### config.mk
export PLATFORM = sky130hd
export DESIGN_NAME = haze_pass_sequencer
export DESIGN_NICKNAME = d
export VERILOG_FILES = /design/src/rtl/haze_ctrl_pkg.sv /design/src/rtl/beat_counter.sv /design/src/rtl/haze_pass_sequencer.sv
export SDC_FILE = /design/constraint.sdc
export NUM_CORES = 1
export LEC_CHECK = 0
export ABC_AREA = 1
export BUFFER_PORTS_ARGS = -buffer_cell sky130_fd_sc_hd__buf_4
export CAP_MARGIN = 20
export CORE_MARGIN = 2
export CORE_UTILIZATION = 45
export DETAILED_ROUTE_END_ITERATION = 8
export PLACE_DENSITY = 0.7
export SLEW_MARGIN = 20
export SYNTH_ARGS = -nofsm -noshare
export SYNTH_HDL_FRONTEND = slang
export SYNTH_SLANG_ARGS = --single-unit
### constraint.sdc
create_clock -name ACLK -period 4.3 [get_ports ACLK]
set_input_delay 0.86 -clock ACLK [delete_from_list [all_inputs] [get_ports ACLK]]
set_output_delay 0.86 -clock ACLK [all_outputs]
set_load 0.005 [all_outputs]
### src/rtl/haze_ctrl_pkg.sv
// haze_ctrl_pkg: state encoding and pixel-count helper shared by the haze pass sequencer.
// Rev 1.0
`default_nettype none

package haze_ctrl_pkg;

  typedef logic [2:0] state_t;

  localparam logic [2:0] ST_IDLE      = 3'd0;
  localparam logic [2:0] ST_ALE_PASS  = 3'd1;
  localparam logic [2:0] ST_ALE_WAIT  = 3'd2;
  localparam logic [2:0] ST_SRSC_PASS = 3'd3;
  localparam logic [2:0] ST_DRAIN     = 3'd4;
  localparam logic [2:0] ST_DONE      = 3'd5;

  function automatic int unsigned pix_count(input int unsigned w, input int unsigned h);
    return w * h;
  endfunction

endpackage

`default_nettype wire

### src/rtl/beat_counter.sv
// beat_counter: up-counter with synchronous clear, increment enable and saturation at MAX.
// Rev 1.0
`default_nettype none

module beat_counter #(
  parameter int WIDTH = 8,
  parameter int MAX   = 255
) (
  input  logic             clk_i,
  input  logic             rst_ni,
  input  logic             clr_i,
  input  logic             inc_i,
  output logic [WIDTH-1:0] cnt_o
);

  localparam logic [WIDTH-1:0] MAX_C = WIDTH'(MAX);

  logic [WIDTH-1:0] cnt_q;
  logic [WIDTH-1:0] cnt_d;

  // Clear has priority so a pass entry never inherits a stray beat.
  always_comb begin
    cnt_d = cnt_q;
    if (clr_i) begin
      cnt_d = '0;
    end else if (inc_i && (cnt_q < MAX_C)) begin
      cnt_d = cnt_q + WIDTH'(1);
    end
  end

  always_ff @(posedge clk_i or negedge rst_ni) begin
    if (!rst_ni) begin
      cnt_q <= '0;
    end else begin
      cnt_q <= cnt_d;
    end
  end

  assign cnt_o = cnt_q;

endmodule

`default_nettype wire

### src/rtl/haze_pass_sequencer.sv
// haze_pass_sequencer: two-pass frame controller (ALE pass, then transmission/recovery pass)
// gating the upstream DMA stream into the haze core. Rev 1.0
`default_nettype none

module haze_pass_sequencer
  import haze_ctrl_pkg::*;
#(
  parameter int IMG_W       = 512,
  parameter int IMG_H       = 512,
  parameter int OUT_PIXELS  = 260100,
  parameter int ALE_TIMEOUT = 4096,
  parameter int CNT_W       = $clog2(IMG_W * IMG_H + 1)
) (
  input  logic ACLK,
  input  logic ARESETn,
  input  logic start,
  input  logic skip_ale,
  input  logic up_tvalid,
  input  logic up_tlast,
  output logic up_tready,
  output logic core_s_tvalid,
  input  logic core_s_tready,
  input  logic core_m_tvalid,
  output logic m_tlast,
  input  logic ale_done,
  output logic haze_enable,
  output logic busy,
  output logic frame_done,
  output logic timeout_err,
  output logic tlast_err
);

  localparam int PIX   = int'(pix_count(IMG_W, IMG_H));
  localparam int TMR_W = $clog2(ALE_TIMEOUT + 1);

  localparam logic [CNT_W-1:0] PIX_C    = CNT_W'(PIX);
  localparam logic [CNT_W-1:0] PIX_M1   = CNT_W'(PIX - 1);
  localparam logic [CNT_W-1:0] OUT_C    = CNT_W'(OUT_PIXELS);
  localparam logic [CNT_W-1:0] OUT_M1   = CNT_W'(OUT_PIXELS - 1);
  localparam logic [TMR_W-1:0] TMO_M1   = TMR_W'(ALE_TIMEOUT - 1);

  state_t state_q, state_d;
  logic   a_valid_q, a_valid_d;
  logic   ale_seen_q, ale_seen_d;
  logic   haze_q, haze_d;
  logic   fdone_q, fdone_d;
  logic   terr_q, terr_d;
  logic   lerr_q, lerr_d;

  logic [CNT_W-1:0] in_cnt;
  logic [CNT_W-1:0] out_cnt;
  logic [TMR_W-1:0] tmr;

  logic in_pass, out_phase, gate, accept, last_in, tmr_exp, state_chg;

  assign in_pass   = (state_q == ST_ALE_PASS) || (state_q == ST_SRSC_PASS);
  assign out_phase = (state_q == ST_SRSC_PASS) || (state_q == ST_DRAIN);
  assign gate      = in_pass && (in_cnt < PIX_C);

  assign up_tready     = core_s_tready & gate;
  assign core_s_tvalid = up_tvalid & gate;
  assign accept        = up_tvalid & up_tready;
  assign last_in       = accept && (in_cnt == PIX_M1);
  assign tmr_exp       = (tmr == TMO_M1);

  assign m_tlast = core_m_tvalid && out_phase && (out_cnt == OUT_M1);

  always_comb begin
    state_d    = state_q;
    a_valid_d  = a_valid_q;
    ale_seen_d = ale_seen_q;
    terr_d     = terr_q;
    lerr_d     = lerr_q;
    fdone_d    = 1'b0;

    // Beat count is authoritative; a misplaced TLAST only flags the error.
    if (accept && (up_tlast != (in_cnt == PIX_M1))) begin
      lerr_d = 1'b1;
    end

    case (state_q)
      ST_IDLE: begin
        if (start) begin
          terr_d  = 1'b0;
          lerr_d  = 1'b0;
          state_d = (skip_ale && a_valid_q) ? ST_SRSC_PASS : ST_ALE_PASS;
        end
      end
      ST_ALE_PASS: begin
        if (ale_done) begin
          ale_seen_d = 1'b1;
        end
        if (last_in) begin
          state_d = ST_ALE_WAIT;
        end
      end
      ST_ALE_WAIT: begin
        if (ale_done || ale_seen_q) begin
          a_valid_d  = 1'b1;
          ale_seen_d = 1'b0;
          state_d    = ST_SRSC_PASS;
        end else if (tmr_exp) begin
          terr_d  = 1'b1;
          fdone_d = 1'b1;
          state_d = ST_IDLE;
        end
      end
      ST_SRSC_PASS: begin
        if (last_in) begin
          state_d = ST_DRAIN;
        end
      end
      ST_DRAIN: begin
        if (out_cnt == OUT_C) begin
          state_d = ST_DONE;
        end else if (tmr_exp) begin
          terr_d  = 1'b1;
          state_d = ST_DONE;
        end
      end
      ST_DONE: begin
        state_d = ST_IDLE;
      end
      default: begin
        state_d = ST_IDLE;
      end
    endcase

    if (state_d == ST_DONE) begin
      fdone_d = 1'b1;
    end
    haze_d = (state_d == ST_SRSC_PASS) || (state_d == ST_DRAIN);
  end

  assign state_chg = (state_d != state_q);

  beat_counter #(.WIDTH(CNT_W), .MAX(PIX)) u_in_cnt (
    .clk_i  (ACLK),
    .rst_ni (ARESETn),
    .clr_i  (state_chg && ((state_d == ST_ALE_PASS) || (state_d == ST_SRSC_PASS))),
    .inc_i  (accept),
    .cnt_o  (in_cnt)
  );

  beat_counter #(.WIDTH(CNT_W), .MAX(OUT_PIXELS)) u_out_cnt (
    .clk_i  (ACLK),
    .rst_ni (ARESETn),
    .clr_i  (state_chg && (state_d == ST_SRSC_PASS)),
    .inc_i  (core_m_tvalid && out_phase),
    .cnt_o  (out_cnt)
  );

  beat_counter #(.WIDTH(TMR_W), .MAX(ALE_TIMEOUT)) u_timer (
    .clk_i  (ACLK),
    .rst_ni (ARESETn),
    .clr_i  (state_chg),
    .inc_i  ((state_q == ST_ALE_WAIT) || (state_q == ST_DRAIN)),
    .cnt_o  (tmr)
  );

  always_ff @(posedge ACLK or negedge ARESETn) begin
    if (!ARESETn) begin
      state_q    <= ST_IDLE;
      a_valid_q  <= 1'b0;
      ale_seen_q <= 1'b0;
      haze_q     <= 1'b0;
      fdone_q    <= 1'b0;
      terr_q     <= 1'b0;
      lerr_q     <= 1'b0;
    end else begin
      state_q    <= state_d;
      a_valid_q  <= a_valid_d;
      ale_seen_q <= ale_seen_d;
      haze_q     <= haze_d;
      fdone_q    <= fdone_d;
      terr_q     <= terr_d;
      lerr_q     <= lerr_d;
    end
  end

  assign haze_enable = haze_q;
  assign busy        = (state_q != ST_IDLE);
  assign frame_done  = fdone_q;
  assign timeout_err = terr_q;
  assign tlast_err   = lerr_q;

endmodule

`default_nettype wire

==> results of run 1 <==
[worst register-to-register path, cell delays in order (launching register included)]
cell	delay, ns
dfrtp_1	0.47
nor2_1	0.24
nand2_1	0.16
inv_1	0.14
nor2_1	0.07
nor2_2	0.38
nand3_1	0.21
nor3_1	0.29
nand2_1	0.11
xor2_1	0.15
nor2_1	0.10
[cell usage after synthesis (2+ instances only)]
cell,number,area share (%)
nand3_2,2,0.59
nand2_2,5,0.92
nor3_2,2,0.59
buf_6,2,0.66
nor2_1,57,6.3
a21oi_1,10,1.5
nand4_2,2,0.73
nor3_1,19,2.8
xor2_1,19,4.9
xnor2_1,5,1.3
inv_1,52,5.7
nand4_1,21,3.8
inv_2,7,0.77
o22ai_1,2,0.37
nand3_1,24,3.5
o21ai_1,2,0.29
nor3b_1,6,1.3
o21bai_1,3,0.66
dfrtp_1,60,44
ha_1,4,1.5
nor2_2,16,2.9
o21ai_0,3,0.44
nand2_1,78,8.6
nor4_1,3,0.55
a211oi_1,2,0.44
[through the flow]
step / instance area [um^2] / util (%)
3_3_place_gp: 3620 / 49.6
6_report: 3820 / 52.4
4_1_cts: 3820 / 52.4
3_5_place_dp: 3620 / 49.6
2_1_floorplan: 3410 / -
5_1_grt: 3820 / 52.4
[logic make-up after synthesis]
kind of cell | synth area share [%]
flip-flops | 44.0
buffers and inverters | 7.81
AND/OR/NAND/NOR | 35.0
AO/OA/AOI/OAI | 5.57
adder cells (fa/ha/maj) | 1.47
XOR/XNOR | 6.16
[power by group through the flow]
stage / logic (mW) / registers [mW] / clock network [mW]
global placement: 0.389 / 0.694 / 0
finish: 0.393 / 0.687 / 0.521
floorplan: 0.313 / 0.684 / 0
CTS: 0.399 / 0.686 / 0.534
detailed placement: 0.398 / 0.695 / 0
global route: 0.443 / 0.697 / 0.559
[worst min-delay path by stage]
stage	from	slack [ns]	endpoint	cells after the start
finish	a_valid_q$_DFFE_PN0P_	0.47	a_valid_q$_DFFE_PN0P_	2
global route	a_valid_q$_DFFE_PN0P_	0.48	a_valid_q$_DFFE_PN0P_	2
CTS	a_valid_q$_DFFE_PN0P_	0.48	a_valid_q$_DFFE_PN0P_	2
detailed placement	a_valid_q$_DFFE_PN0P_	0.46	a_valid_q$_DFFE_PN0P_	2
global placement	a_valid_q$_DFFE_PN0P_	0.45	a_valid_q$_DFFE_PN0P_	2
floorplan	a_valid_q$_DFFE_PN0P_	0.43	a_valid_q$_DFFE_PN0P_	2
[area by class of cell]
type / count / area, um^2 / share of cell area, %
timing repair buffer: 16 / 120 / 3.14
sequential: 60 / 1500 / 39.3
multi-input combinational: 300 / 1650 / 43.1
clock inverter: 4 / 47.5 / 1.24
tap: 99 / 124 / 3.24
clock buffer: 12 / 155 / 4.06
inverter: 60 / 228 / 5.96
[state kept, by name (all words and copies together), names as in the netlist]
name and cells:
tlast_err 1, timeout_err 1, u_out_cnt.cnt_o 19, a_valid_q 1
ale_seen_q 1, haze_enable 1, frame_done 1, u_in_cnt.cnt_o 19
state_q 3, u_timer.cnt_o 13
[metal layers]
| layer | vias to the layer above | routed length [um] | GRT usage, % |
|---|---|---|---|
| li1 | 1424 | - | - |
| met1 | 1296 | 3200 | 22.6 |
| met2 | 30 | 3120 | 28.3 |
| met3 | 11 | 142 | 2.82 |
| met4 | 0 | 163 | 9.47 |
| met5 | - | 0 | 0 |
==> flow_summary.yaml, run 1 <==
outcome:
  status: "finished clean"
floorplanning:
  core_um2: 7290
  dieWidth_um: 91.1
  io_pins: 17
  fp.dieH_um: 91.1
  start_util_pct: 46.8
  die_area_um2: 8300
  placementRows: 31
sta:
  fin_worst_skew_ns: 0.0126
  final.setup.worst_slack_ns: 1.45
  whs_ns: 0.475
  timing.fmax_mhz: 351
  hold_violations: 0
  worst_pin_slew_ns: 0.747
  finalMaxSlewViolations: 0
  finalSetupTns_ns: 0
  rsz0062_at_grt: "false"
  relSlewSlack_pct: 50.2
  period_minus_slack_ns: 2.85
  period_share_pct: 66.2
  setup_viol_count_final: 0
clocking:
  post_cts_buffers: 0
  cts_resized: 0
  clockBufferDepth: 2
  h-tree-depth: 3
  clk_latency_ns: 0.35
  cts_tree: "built"
  cts.sinks: 60
  numCtsBuffers: 9
  cts_root_buf: "clkbuf_8"
  hold_buffers: 0
  path_clk_slew_ns: 0.07
hold_path:
  hp-class: "reg -> reg"
synth:
  ys_warn_count: 0
  ys_seq_elements: 60
  postSynthCellCount: 425
  syn_avg_cell_area_um2: 8.03
  synth-async-reset-ratio_pct: 100
  synth-main-ff-cell: "dfrtp_1"
  synth_edf_count: 0
  syn-num-nets: 438
  seq_area_frac_synth_pct: 44.0
  synth_cell_types: 44
  syn-cell-area_um2: 3410
route:
  drtPass1Iterations: 4
  remaining_drc_errors: 0
  vias: 2761
  wl_mm: 6.62
  first_iter_violations: 144
  viasPerCell: 5.01
  ant_nets: 0
  wire_per_inst_um: 12.0
worst_setup_path:
  cpLargestDelayFamily: "simple AND/OR/NAND/NOR gates"
  crit_chain: "nor2_1 -> nand2_1 -> a21boi_2 -> nand3_1 -> nor4_1 -> buf_4"
  reg2regPathDepth: 10
  crit_cells: 6
  worst-path-max-fanout: 5
  cpPeakStageDelay_ns: 0.47
  slowest_stage: "dfrtp_1"
  end_kind: "primary output"
  worst-endpoint-arrival_ns: 1.99
  critPathCapture: "m_tlast"
  reg2reg_slack_ns: 1.91
  path_class: "reg -> out"
  regToRegStartpoint: "state_q[0]$_DFF_PN0_"
  crit_start: "state_q[0]$_DFF_PN0_"
  crit_path_start_kind: "register"
  cp.buffers_inverters: 1
  r2r_end: "u_timer.cnt_o[10]$_DFFE_PN0P_"
  cp.required_ns: 3.44
pwr:
  p_sw_mw: 0.548
  netSwitchingFraction_pct: 34.2
  p_seq_share_pct: 42.9
  internal_power_mw: 1.05
  leakage_nw: 1.78
  powerDensity_nw_per_um2: 419
  power_frac_clock_pct: 32.6
  irDropWorstVdd_mv: 0.194
  totalPowerFinal_mw: 1.60
  p_comb_share_pct: 24.5
run:
  cap_violations: 0
cells_and_area:
  layout.nets: 460
  drive_gt1_share_pct: 16.4
  area_growth_pct: 11.9
  final_cells: 551
  final_cell_mix: "78 x nand2_1, 60 x dfrtp_1, 57 x nor2_1, 52 x inv_1, 24 x nand3_1"
  final_common_cell: "nand2_1"
  n_antenna_cell: 0
  nFillCells: 713
grt:
  grt_first_pass_wirelength_mm: 11.8
  grt_pass1_vias: 2713
  antenna_found_initial: 0
  grt_usage_pct: 17.6
  overflow: 0
  grt_start_max_net_pins: 61
placement:
  dp_slack_ns: 1.63
  portBuffers: 16
  dp_cells: 535
  gp_congestion: 0.860
  hpwl_mm: 4.75
(Power assumes the default switching activity.)
==> inputs of run 2 (changes only) <==
--- a/config.mk
+++ b/config.mk
@@ -5,7 +5,7 @@
 export SDC_FILE = /design/constraint.sdc
 export NUM_CORES = 1
 export LEC_CHECK = 0
-export ABC_AREA = 1
+export ABC_AREA = 0
 export BUFFER_PORTS_ARGS = -buffer_cell sky130_fd_sc_hd__buf_4
 export CAP_MARGIN = 20
 export CORE_MARGIN = 2
==> constraint.sdc (replaced) <==
create_clock -name ACLK -period 2.95 [get_ports ACLK]
set_input_delay 0.59 -clock ACLK [delete_from_list [all_inputs] [get_ports ACLK]]
set_output_delay 0.59 -clock ACLK [all_outputs]
set_load 0.005 [all_outputs]
==> flow_summary.yaml, run 2 <==
worst_setup_path:
  slowest_stage: "dfrtp_1"
  cpPeakStageDelay_ns: 0.56
  path_class: "reg -> out"
  cp.buffers_inverters: 1
  cpLargestDelayFamily: "simple AND/OR/NAND/NOR gates"
  worst-path-max-fanout: 17
  end_kind: "primary output"
  worst-endpoint-arrival_ns: 2.13
  crit_path_start_kind: "register"
  cp.required_ns: 2.36
  crit_chain: "or3b_4 -> a2111oi_0 -> and3b_1 -> buf_4"
synth:
  syn-num-nets: 354
  synth_common_cells: "60 x dfrtp_1, 38 x nor2_1, 25 x a21oi_1, 25 x xnor2_1, 23 x nand2_1"
  syn_avg_cell_area_um2: 9.50
  synth-main-ff-cell: "dfrtp_1"
  synth.area.top_cells: "dfrtp_1 46%, xnor2_1 6.8%, nor2_1 4.4%, a21oi_1 3.9%, xor2_1 3.8%"
  yosys.area.top_type_share_pct: 46.3
  ys_warn_count: 0
  ys_seq_elements: 60
  synth_top_area_cell: "dfrtp_1"
  synth_cell_types: 55
  seq_area_frac_synth_pct: 46.3
  synth-async-reset-ratio_pct: 100
  postSynthCellCount: 341
  synth.most_common_cell: "dfrtp_1"
  syn-cell-area_um2: 3240
  synth_edf_count: 0
cells_and_area:
  layout.nets: 374
  final_cell_mix: "60 x dfrtp_1, 38 x nor2_1, 25 x a21oi_1, 25 x xnor2_1, 23 x nand2_1"
  final_common_cell: "dfrtp_1"
  drive_gt1_share_pct: 13.1
  n_antenna_cell: 0
  postLayoutCoreUtil_pct: 53.9
  nFillCells: 625
  area_growth_pct: 14.3
clocking:
  numCtsBuffers: 9
  cts.sinks: 60
  cts_resized: 0
  cts_tree: "built"
  cts_root_buf: "clkbuf_8"
  h-tree-depth: 3
  clk_latency_ns: 0.35
  path_clk_slew_ns: 0.07
  hold_buffers: 0
  post_cts_buffers: 0
  clockBufferDepth: 2
floorplanning:
  placementRows: 30
  core_um2: 6870
  fp.dieH_um: 88.8
  start_util_pct: 47.2
  die_area_um2: 7890
  io_pins: 17
  dieWidth_um: 88.8
route:
  viasPerCell: 5.41
  drtPass1Iterations: 4
  wire_per_inst_um: 14.1
  ant_nets: 0
  wl_mm: 6.51
  first_iter_violations: 118
  vias: 2501
  remaining_drc_errors: 0
grt:
  grt_first_pass_wirelength_mm: 11.1
  antenna_found_initial: 0
  grt_pass1_vias: 2437
  grt_usage_pct: 18.4
  overflow: 0
  grt_start_max_net_pins: 61
sta:
  period_minus_slack_ns: 2.72
  finalMaxSlewViolations: 0
  fin_worst_skew_ns: 0.00753
  rsz0062_at_grt: "false"
  finalSetupTns_ns: 0
  timing.fmax_mhz: 367
  hold_violations: 0
  whs_ns: 0.302
  period_share_pct: 92.2
  setup_viol_count_final: 0
  relSlewSlack_pct: 50.3
  worst_pin_slew_ns: 0.746
  final.setup.worst_slack_ns: 0.229
hold_path:
  hp-class: "in -> async"
pwr:
  irDropWorstVdd_mv: 0.224
  powerDensity_nw_per_um2: 656
  leakage_nw: 1.51
placement:
  hpwl_mm: 4.38
  gp_congestion: 0.828
  dp_slack_ns: 0.625
  portBuffers: 16
run:
  cap_violations: 0
outcome:
  status: "finished clean"
==> run 2: cell types whose count changed in the layout (fill, tap and decap cells not counted), moves of 6 or more <==
| cell | previous run | this run |
|---|---|---|
| inv_1 | 52 | 16 |
| a21oi_1 | 10 | 25 |
| or3_1 | 0 | 11 |
| xnor2_1 | 5 | 25 |
| nor2_1 | 57 | 38 |
| inv_2 | 7 | 0 |
| nor2_2 | 16 | 0 |
| nand2_1 | 78 | 23 |
| nor3_1 | 19 | 11 |
| o21ai_0 | 3 | 9 |
| nand4_1 | 21 | 12 |
==> run 2: path summary, 6_finish.rpt <==
kind                                                from                              to  slack (ns)  cells past startpoint
hold / removal                                   ARESETn    u_timer.cnt_o[5]$_DFFE_PN0P_        0.30                      1
setup reg to reg           u_in_cnt.cnt_o[3]$_DFFE_PN0P_            frame_done$_DFF_PN0_        0.73                      5
hold reg to reg                    a_valid_q$_DFFE_PN0P_           a_valid_q$_DFFE_PN0P_        0.49                      1
setup / recovery                    state_q[1]$_DFF_PN0_                         m_tlast        0.23                      4
max in group asynchronous                        ARESETn  u_out_cnt.cnt_o[5]$_DFFE_PN0P_        2.16                      1
min in group ACLK                  a_valid_q$_DFFE_PN0P_           a_valid_q$_DFFE_PN0P_        0.49                      1
==> run 2: worst register-to-register path, stage by stage (launching register included) <==
cell	delay, ns
dfrtp_1	0.41
and4_1	0.27
nand4_1	0.51
or3_1	0.58
o21ai_1	0.20
o2bb2ai_1	0.15
==> run 2: logic make-up (layout without fill, tap and decap cells) <==
kind of cell | Yosys count | count (layout) | synth area share, %
and+or+nand+nor | 154 | 154 | 26.4
xor gates and xnor gates | 39 | 39 | 10.5
DFF | 60 | 60 | 46.3
buffers and inverters | 27 | 52 | 3.36
AOI/OAI and AO/OA | 55 | 55 | 11.2
muxes | 2 | 2 | 0.618
adders and majority gates | 4 | 4 | 1.55
==> run 2: routing by layer <==
layer  vias to the layer above  routed length (um)  global-route usage, %
li1                       1245                   -                      -
met1                      1204                3180                   24.7
met2                        34                2930                   27.4
met3                        18                 201                   3.92
met4                         0                 194                   10.9
met5                         -                   0                      0
==> run 2: power breakdown <==
| part | internal, mW | total (mW) | switching, mW |
|---|---|---|---|
| clock | 0.542 | 0.865 | 0.324 |
| combinational | 0.216 | 0.491 | 0.276 |
| sequential | 0.934 | 1.07 | 0.138 |
| total | 1.69 | 2.43 | 0.737 |
==> run 2: cell type report <==
cell class	instances	area, um^2	share of cell area (%)
clock buffer	12	165	4.46
clock inverter	4	70.1	1.89
inverter	16	60.1	1.62
multi-input combinational	254	1640	44.2
sequential	60	1500	40.6
tap	96	120	3.24
timing repair buffer	20	150	4.06
==> run 2: per-stage QoR <==
| step | area [um^2] | total power [mW] | cells |
|---|---|---|---|
| 6_report | 3700 | 2.43 | 462 |
| 5_1_grt | 3700 | 2.58 | 462 |
| 4_1_cts | 3700 | 2.45 | 462 |
| 3_5_place_dp | 3470 | 1.58 | 446 |
| 3_3_place_gp | 3470 | 1.55 | 446 |
| 2_1_floorplan | 3240 | 1.41 | 341 |
